$ cat src/rtl/xdma_finish_sender_if.sv
// Single-beat MMIO write port with a write-response return channel.
// master drives the write request and accepts responses; slave is the memory side.
interface xdma_finish_sender_if #(
  parameter int unsigned AddrWidth = 48,
  parameter int unsigned DataWidth = 64
);
  logic                 valid;
  logic                 ready;
  logic [AddrWidth-1:0] addr;
  logic [DataWidth-1:0] data;
  logic                 rsp_valid;
  logic                 rsp_err;
  logic                 rsp_ready;

  modport master (
    output valid, addr, data, rsp_ready,
    input  ready, rsp_valid, rsp_err
  );

  modport slave (
    input  valid, addr, data, rsp_ready,
    output ready, rsp_valid, rsp_err
  );
endinterface

$ cat src/rtl/xdma_finish_sender.sv
// Turns a held finish request into one MMIO write of {from, dma_id} to the previous hop's finish register,
// acknowledging upstream only once the write response is back; error responses are re-issued up to MaxRetries.
module xdma_finish_sender #(
  parameter int unsigned          AddrWidth        = 48,
  parameter int unsigned          DataWidth        = 64,
  parameter int unsigned          IdWidth          = 8,
  parameter logic [AddrWidth-1:0] ClusterSize      = 48'h0010_0000,
  parameter logic [AddrWidth-1:0] MainMemBaseAddr  = 48'h8000_0000,
  parameter logic [AddrWidth-1:0] MainMemEndAddr   = 48'h1_0000_0000,
  parameter logic [AddrWidth-1:0] MMIOFinishOffset = 48'h40,
  parameter int unsigned          MaxRetries       = 3
) (
  input  logic                 clk_i,
  input  logic                 rst_ni,
  input  logic [AddrWidth-1:0] cluster_base_addr_i,
  input  logic                 finish_req_valid_i,
  output logic                 finish_req_ready_o,
  input  logic [AddrWidth-1:0] remote_addr_i,
  input  logic [IdWidth-1:0]   dma_id_i,
  xdma_finish_sender_if.master wr,
  output logic                 err_o,
  input  logic                 err_clear_i,
  output logic [15:0]          sent_cnt_o
);

  localparam int unsigned          RetryW      = (MaxRetries < 1) ? 1 : $clog2(MaxRetries + 1);
  localparam logic [RetryW-1:0]    RetryMax    = RetryW'(MaxRetries);
  localparam logic [AddrWidth-1:0] ClusterMask = ~(ClusterSize - AddrWidth'(1));

  typedef enum logic [1:0] {IDLE, ISSUE, WAIT_RSP, DONE} state_e;

  state_e                 state_q;
  logic [RetryW-1:0]      retry_q;
  logic                   wr_valid_q, rsp_ready_q, done_q, err_q;
  logic [AddrWidth-1:0]   addr_q;
  logic [DataWidth-1:0]   data_q;
  logic [15:0]            sent_cnt_q;
  logic [AddrWidth-1:0]   fin_addr;
  logic [DataWidth-1:0]   fin_data;

  // Finish register sits just below the end of the region that owns the remote address.
  always_comb begin
    if (remote_addr_i >= MainMemBaseAddr) begin
      fin_addr = MainMemEndAddr - MMIOFinishOffset;
    end else begin
      fin_addr = (remote_addr_i & ClusterMask) + ClusterSize - MMIOFinishOffset;
    end
    fin_data                       = '0;
    fin_data[IdWidth-1:0]          = dma_id_i;
    fin_data[IdWidth +: AddrWidth] = cluster_base_addr_i;
  end

  always_ff @(posedge clk_i or negedge rst_ni) begin
    if (!rst_ni) begin
      state_q     <= IDLE;
      retry_q     <= '0;
      wr_valid_q  <= 1'b0;
      rsp_ready_q <= 1'b0;
      done_q      <= 1'b0;
      err_q       <= 1'b0;
      addr_q      <= '0;
      data_q      <= '0;
      sent_cnt_q  <= '0;
    end else begin
      wr_valid_q  <= 1'b0;
      rsp_ready_q <= 1'b0;
      done_q      <= 1'b0;
      if (err_clear_i) err_q <= 1'b0;
      case (state_q)
        IDLE: begin
          if (finish_req_valid_i) begin
            addr_q     <= fin_addr;
            data_q     <= fin_data;
            retry_q    <= '0;
            wr_valid_q <= 1'b1;
            state_q    <= ISSUE;
          end
        end
        ISSUE: begin
          if (wr.ready) begin
            rsp_ready_q <= 1'b1;
            state_q     <= WAIT_RSP;
          end else begin
            wr_valid_q <= 1'b1;
          end
        end
        WAIT_RSP: begin
          if (wr.rsp_valid) begin
            if (wr.rsp_err && (retry_q < RetryMax)) begin
              retry_q    <= retry_q + RetryW'(1);
              wr_valid_q <= 1'b1;
              state_q    <= ISSUE;
            end else begin
              // Placed after the clear above so a simultaneous set wins.
              if (wr.rsp_err) err_q <= 1'b1;
              done_q  <= 1'b1;
              state_q <= DONE;
            end
          end else begin
            rsp_ready_q <= 1'b1;
          end
        end
        DONE: begin
          sent_cnt_q <= sent_cnt_q + 16'd1;
          state_q    <= IDLE;
        end
        default: state_q <= IDLE;
      endcase
    end
  end

  assign wr.valid           = wr_valid_q;
  assign wr.addr            = addr_q;
  assign wr.data            = data_q;
  assign wr.rsp_ready       = rsp_ready_q;
  assign finish_req_ready_o = done_q;
  assign err_o              = err_q;
  assign sent_cnt_o         = sent_cnt_q;

endmodule

$ cat src/flat_wrapper.sv
// flat-port wrapper written by rule: the top's interface ports become plain ports
module xdma_finish_sender_flat 
#(
  parameter int unsigned          AddrWidth        = 48,
  parameter int unsigned          DataWidth        = 64,
  parameter int unsigned          IdWidth          = 8,
  parameter logic [AddrWidth-1:0] ClusterSize      = 48'h0010_0000,
  parameter logic [AddrWidth-1:0] MainMemBaseAddr  = 48'h8000_0000,
  parameter logic [AddrWidth-1:0] MainMemEndAddr   = 48'h1_0000_0000,
  parameter logic [AddrWidth-1:0] MMIOFinishOffset = 48'h40,
  parameter int unsigned          MaxRetries       = 3
)
  (clk_i, rst_ni, cluster_base_addr_i, finish_req_valid_i, finish_req_ready_o, remote_addr_i, dma_id_i, err_o, err_clear_i, sent_cnt_o, wr_valid, wr_addr, wr_data, wr_rsp_ready, wr_ready, wr_rsp_valid, wr_rsp_err);
  xdma_finish_sender_if #(.AddrWidth(AddrWidth), .DataWidth(DataWidth)) wr_i ();
  input  logic clk_i;
  input  logic rst_ni;
  input  logic [AddrWidth-1:0] cluster_base_addr_i;
  input  logic finish_req_valid_i;
  output logic finish_req_ready_o;
  input  logic [AddrWidth-1:0] remote_addr_i;
  input  logic [IdWidth-1:0] dma_id_i;
  output logic err_o;
  input  logic err_clear_i;
  output logic [15:0] sent_cnt_o;
  output wire logic [$bits(wr_i.valid)-1:0] wr_valid;
  output wire logic [$bits(wr_i.addr)-1:0] wr_addr;
  output wire logic [$bits(wr_i.data)-1:0] wr_data;
  output wire logic [$bits(wr_i.rsp_ready)-1:0] wr_rsp_ready;
  input wire logic [$bits(wr_i.ready)-1:0] wr_ready;
  input wire logic [$bits(wr_i.rsp_valid)-1:0] wr_rsp_valid;
  input wire logic [$bits(wr_i.rsp_err)-1:0] wr_rsp_err;
  assign wr_valid = wr_i.valid;
  assign wr_addr = wr_i.addr;
  assign wr_data = wr_i.data;
  assign wr_rsp_ready = wr_i.rsp_ready;
  assign wr_i.ready = wr_ready;
  assign wr_i.rsp_valid = wr_rsp_valid;
  assign wr_i.rsp_err = wr_rsp_err;
  xdma_finish_sender #(.AddrWidth(AddrWidth), .DataWidth(DataWidth), .IdWidth(IdWidth), .ClusterSize(ClusterSize), .MainMemBaseAddr(MainMemBaseAddr), .MainMemEndAddr(MainMemEndAddr), .MMIOFinishOffset(MMIOFinishOffset), .MaxRetries(MaxRetries)) u_core (.clk_i(clk_i), .rst_ni(rst_ni), .cluster_base_addr_i(cluster_base_addr_i), .finish_req_valid_i(finish_req_valid_i), .finish_req_ready_o(finish_req_ready_o), .remote_addr_i(remote_addr_i), .dma_id_i(dma_id_i), .wr(wr_i), .err_o(err_o), .err_clear_i(err_clear_i), .sent_cnt_o(sent_cnt_o));
endmodule
$ cat config.mk
export PLATFORM = sky130hd
export DESIGN_NAME = xdma_finish_sender_flat
export DESIGN_NICKNAME = d
export VERILOG_FILES = /design/src/rtl/xdma_finish_sender_if.sv /design/src/rtl/xdma_finish_sender.sv /design/src/flat_wrapper.sv
export SDC_FILE = /design/constraint.sdc
export NUM_CORES = 1
export LEC_CHECK = 0
export CAP_MARGIN = 20
export CORE_ASPECT_RATIO = 0.6
export CORE_MARGIN = 2
export CORE_UTILIZATION = 39
export CTS_CLUSTER_DIAMETER = 60
export CTS_CLUSTER_SIZE = 25
export DETAILED_ROUTE_END_ITERATION = 6
export PLACE_DENSITY = 0.9
export RECOVER_POWER = 100
export SYNTH_ARGS = -nofsm -noshare
export SYNTH_HDL_FRONTEND = slang
export SYNTH_SLANG_ARGS = --single-unit
$ cat constraint.sdc
create_clock -name clk_i -period 1.85 [get_ports clk_i]
set_input_delay 0.37 -clock clk_i [delete_from_list [all_inputs] [get_ports clk_i]]
set_output_delay 0.37 -clock clk_i [all_outputs]
set_load 0.005 [all_outputs]
==> impl_metrics.ini <==
[global_route]
antenna_found_initial = 0
grt_max_degree = 74
grt_busiest_layer = met2
use_met1 = 0.2276
grt_pass1_vias = 3821
grt-ovfl-total = 0
track_usage = 0.1902
met2_usage = 0.3292
grt_pass1_wl_mm = 18.39
grt_use_met3 = 0.07127

[logic_synthesis]
ys_types = 35
synthArstFlopShare = 1.000
ys.flop_type = dfrtp_1
synth-seq-cells = 109
syn_inst = 435
synth_edf_count = 0
yosysSeqAreaShare = 0.6144
syn-cell-area_um2 = 4439
ys_warn_count = 0
synth.avg_cell_area_um2 = 10.21

[hold_path]
worstHoldStart = u_core.wr.data[7]$_DFFE_PN0P_
min_path_type = reg -> reg
whs_endpoint = u_core.wr.data[7]$_DFFE_PN0P_
whs_path_depth = 2

[pwr]
sw_frac_of_total = 0.3176
p_comb_frac = 0.345
p_switching_w = 0.002585
seq_power_share = 0.428
p_leak_nw = 3.319
vdd_ir_drop_max_mv = 0.6326
p_int_w = 0.005554
power_density_nw_per_um2 = 1184
clkPwrFrac = 0.227

[timing]
finalHoldViolCount = 0
worst_pin_slew_ps = 667.3
max_freq_ghz = 0.5668
finalCriticalPeriod_ps = 1764
rsz0062_at_grt = no
skew_ps = 5.702
slew_headroom = 0.5552
period_share = 0.9537
layout_setup_ws_ps = 85.69
drv_slew = 0
final-setup-viol-count = 0

[final_layout]
fill_cells = 885
antenna_cells = 0
final-seq-area_um2 = 2730
final_common_cell = nand2_1
nNetsFinal = 753
area_delta_synth_final_pct = 54.79
multi_input_area_um2 = 1469
layout_common_cells = 176 x nand2_1, 107 x dfrtp_1, 104 x dlygate4sd3_1, 104 x clkdlybuf4s50_1, 14 x conb_1
drive_gt1_frac = 0.05469
fin_util = 0.6143

[die]
die-area_um2 = 12280
rows = 30
die_w_um = 141.7
io-pin-count = 243
die_y_um = 86.64
initial_utilization = 0.3969
coreArea_um2 = 11190

[setup_path]
cp_top_family = buffers and inverters
cp_slowest_stage_delay_ps = 600
arrival_ps = 1390
rr_worst_depth = 7
critPathBufInv = 1
timing.rr.start = u_core.state_q[0]$_DFFE_PN0P_
slowest_stage = dlygate4sd3_1
startpoint_type = register
critical_path_required_ps = 1480
rrSetupSlack_ps = 130
cp_max_fo = 5
critPathLaunch = u_core.sent_cnt_o[9]$_DFFE_PN0N_
worstReg2RegEnd = u_core.wr.addr[29]$_DFFE_PN0P_
path_class = reg -> out
critPathCaptureType = output port
path_cells = dlygate4sd3_1

[placement]
dp_hpwl_mm = 8.487
pre_cts_slack_ps = -258.6
globalplace.congestion = 0.7936
port_buffers = 208

[route]
post_drt_wl_per_cell_um = 14.46
num_vias = 3630
first_pass_iters = 5
dr.first_iter.drc_count = 101
avgViaCountPerCell = 4.630
drtAntennaViolNets = 0
drc_errors = 0
wirelength_mm = 11.34

[clock_tree]
cts-root-buf = clkbuf_16
clockBufferDepth = 2
clk_pin_slew_ps = 80
insertion_delay_ps = 340
cts_setup_buffers = 0
cts_max_level = 3
cts.sinks = 109
cts_tree = done
cts_buffers = 9

[job]
cap_violations = 0

[status]
outcome = complete, no violations
worst max path at each step:
stage,endpoint,cells past startpoint
floorplan,u_core.wr.data[45]$_DFFE_PN0P_,8
global placement,u_core.wr.addr[23]$_DFFE_PN0P_,6
detailed placement,u_core.wr.addr[29]$_DFFE_PN0P_,6
CTS,u_core.wr.addr[29]$_DFFE_PN0P_,7
global route,u_core.wr.addr[24]$_DFFE_PN0P_,7
finish,sent_cnt_o[9],1
Yosys cell counts (2+ instances only):
cell type	count	area, µm²
xor2_1	6	52.55
dfrtp_1	109	2728
nor4_2	2	25.02
buf_4	27	202.7
nor2_1	6	22.52
xnor2_1	9	78.83
a21oi_1	4	20.02
inv_1	4	15.01
nor3_1	4	20.02
ha_1	7	87.58
nand4_1	4	25.02
nor2b_1	5	31.28
and3_1	2	12.51
nand3_1	6	30.03
nand2_1	176	660.6
o22a_1	11	96.34
nor4_1	2	12.51
clkbuf_1	15	56.30
nand2b_1	2	12.51
and2_1	19	118.9
sequential cells by signal (all words and copies together), names as in the netlist:
name and count:
u_core.err_o 1, u_core.finish_req_ready_o 1, u_core.retry_q 2, u_core.sent_cnt_o 16
u_core.state_q 2, u_core.wr.addr 29, u_core.wr.data 56, u_core.wr.rsp_ready 1
u_core.wr.valid 1
final cells by class:
type / count / area share
tap: 144 / 0.02622
timing repair buffer: 220 / 0.3185
multi-input combinational: 290 / 0.2138
clock inverter: 6 / 0.006737
clock buffer: 10 / 0.03478
sequential: 109 / 0.3973
inverter: 5 / 0.002731
cells by family (layout without fill, tap and decap cells):
family,Yosys count,count (layout),synth area share
AO/OA/AOI/OAI,20,20,0.03467
XOR/XNOR,15,15,0.02960
adder cells (fa/ha/maj),7,7,0.01973
buffers and inverters,49,241,0.06623
flip-flops,109,109,0.6144
multiplexers,2,2,0.005073
other,1,14,0.0008447
AND/OR/NAND/NOR,232,232,0.2294
layer usage:
metal,vias up,routed length (µm)
met5,-,0
met4,0,126
met3,14,981
met2,140,5415
met1,1742,4813
li1,1734,-
what timing repair did:
| action | in CTS | in global routing |
|---|---|---|
| hold buffers | 1 | 0 |
| hold endpoints to repair | 25 | 0 |
| resized for setup | 1 | 3 |
| pin swaps | 0 | 0 |
| setup endpoints to repair | 14 | 12 |
metrics by stage:
stage / power, W / std cells / TNS [ps] / hold WS (ps) / instance area (µm²)
2_1_floorplan: 0.004684 / 448 / 0 / 74.41 / 4488
3_3_place_gp: 0.006500 / 767 / -2762 / 299.9 / 6594
3_5_place_dp: 0.006653 / 767 / -2837 / 301.9 / 6594
4_1_cts: 0.008526 / 784 / 0 / 476.2 / 6890
5_1_grt: 0.008711 / 784 / 0 / 475.1 / 6872
6_report: 0.008139 / 784 / 0 / 469.9 / 6872
power groups by stage:
stage,sequential (W),combinational [W],clock [W]
after detailed placement,0.00354,0.00311,0
after global routing,0.00358,0.00313,0.00200
after global placement,0.00350,0.00300,0
after floorplan,0.00356,0.00112,0
final,0.00348,0.00281,0.00185
after CTS,0.00352,0.00313,0.00188
Note: power is estimated with default switching activity, not from simulation.
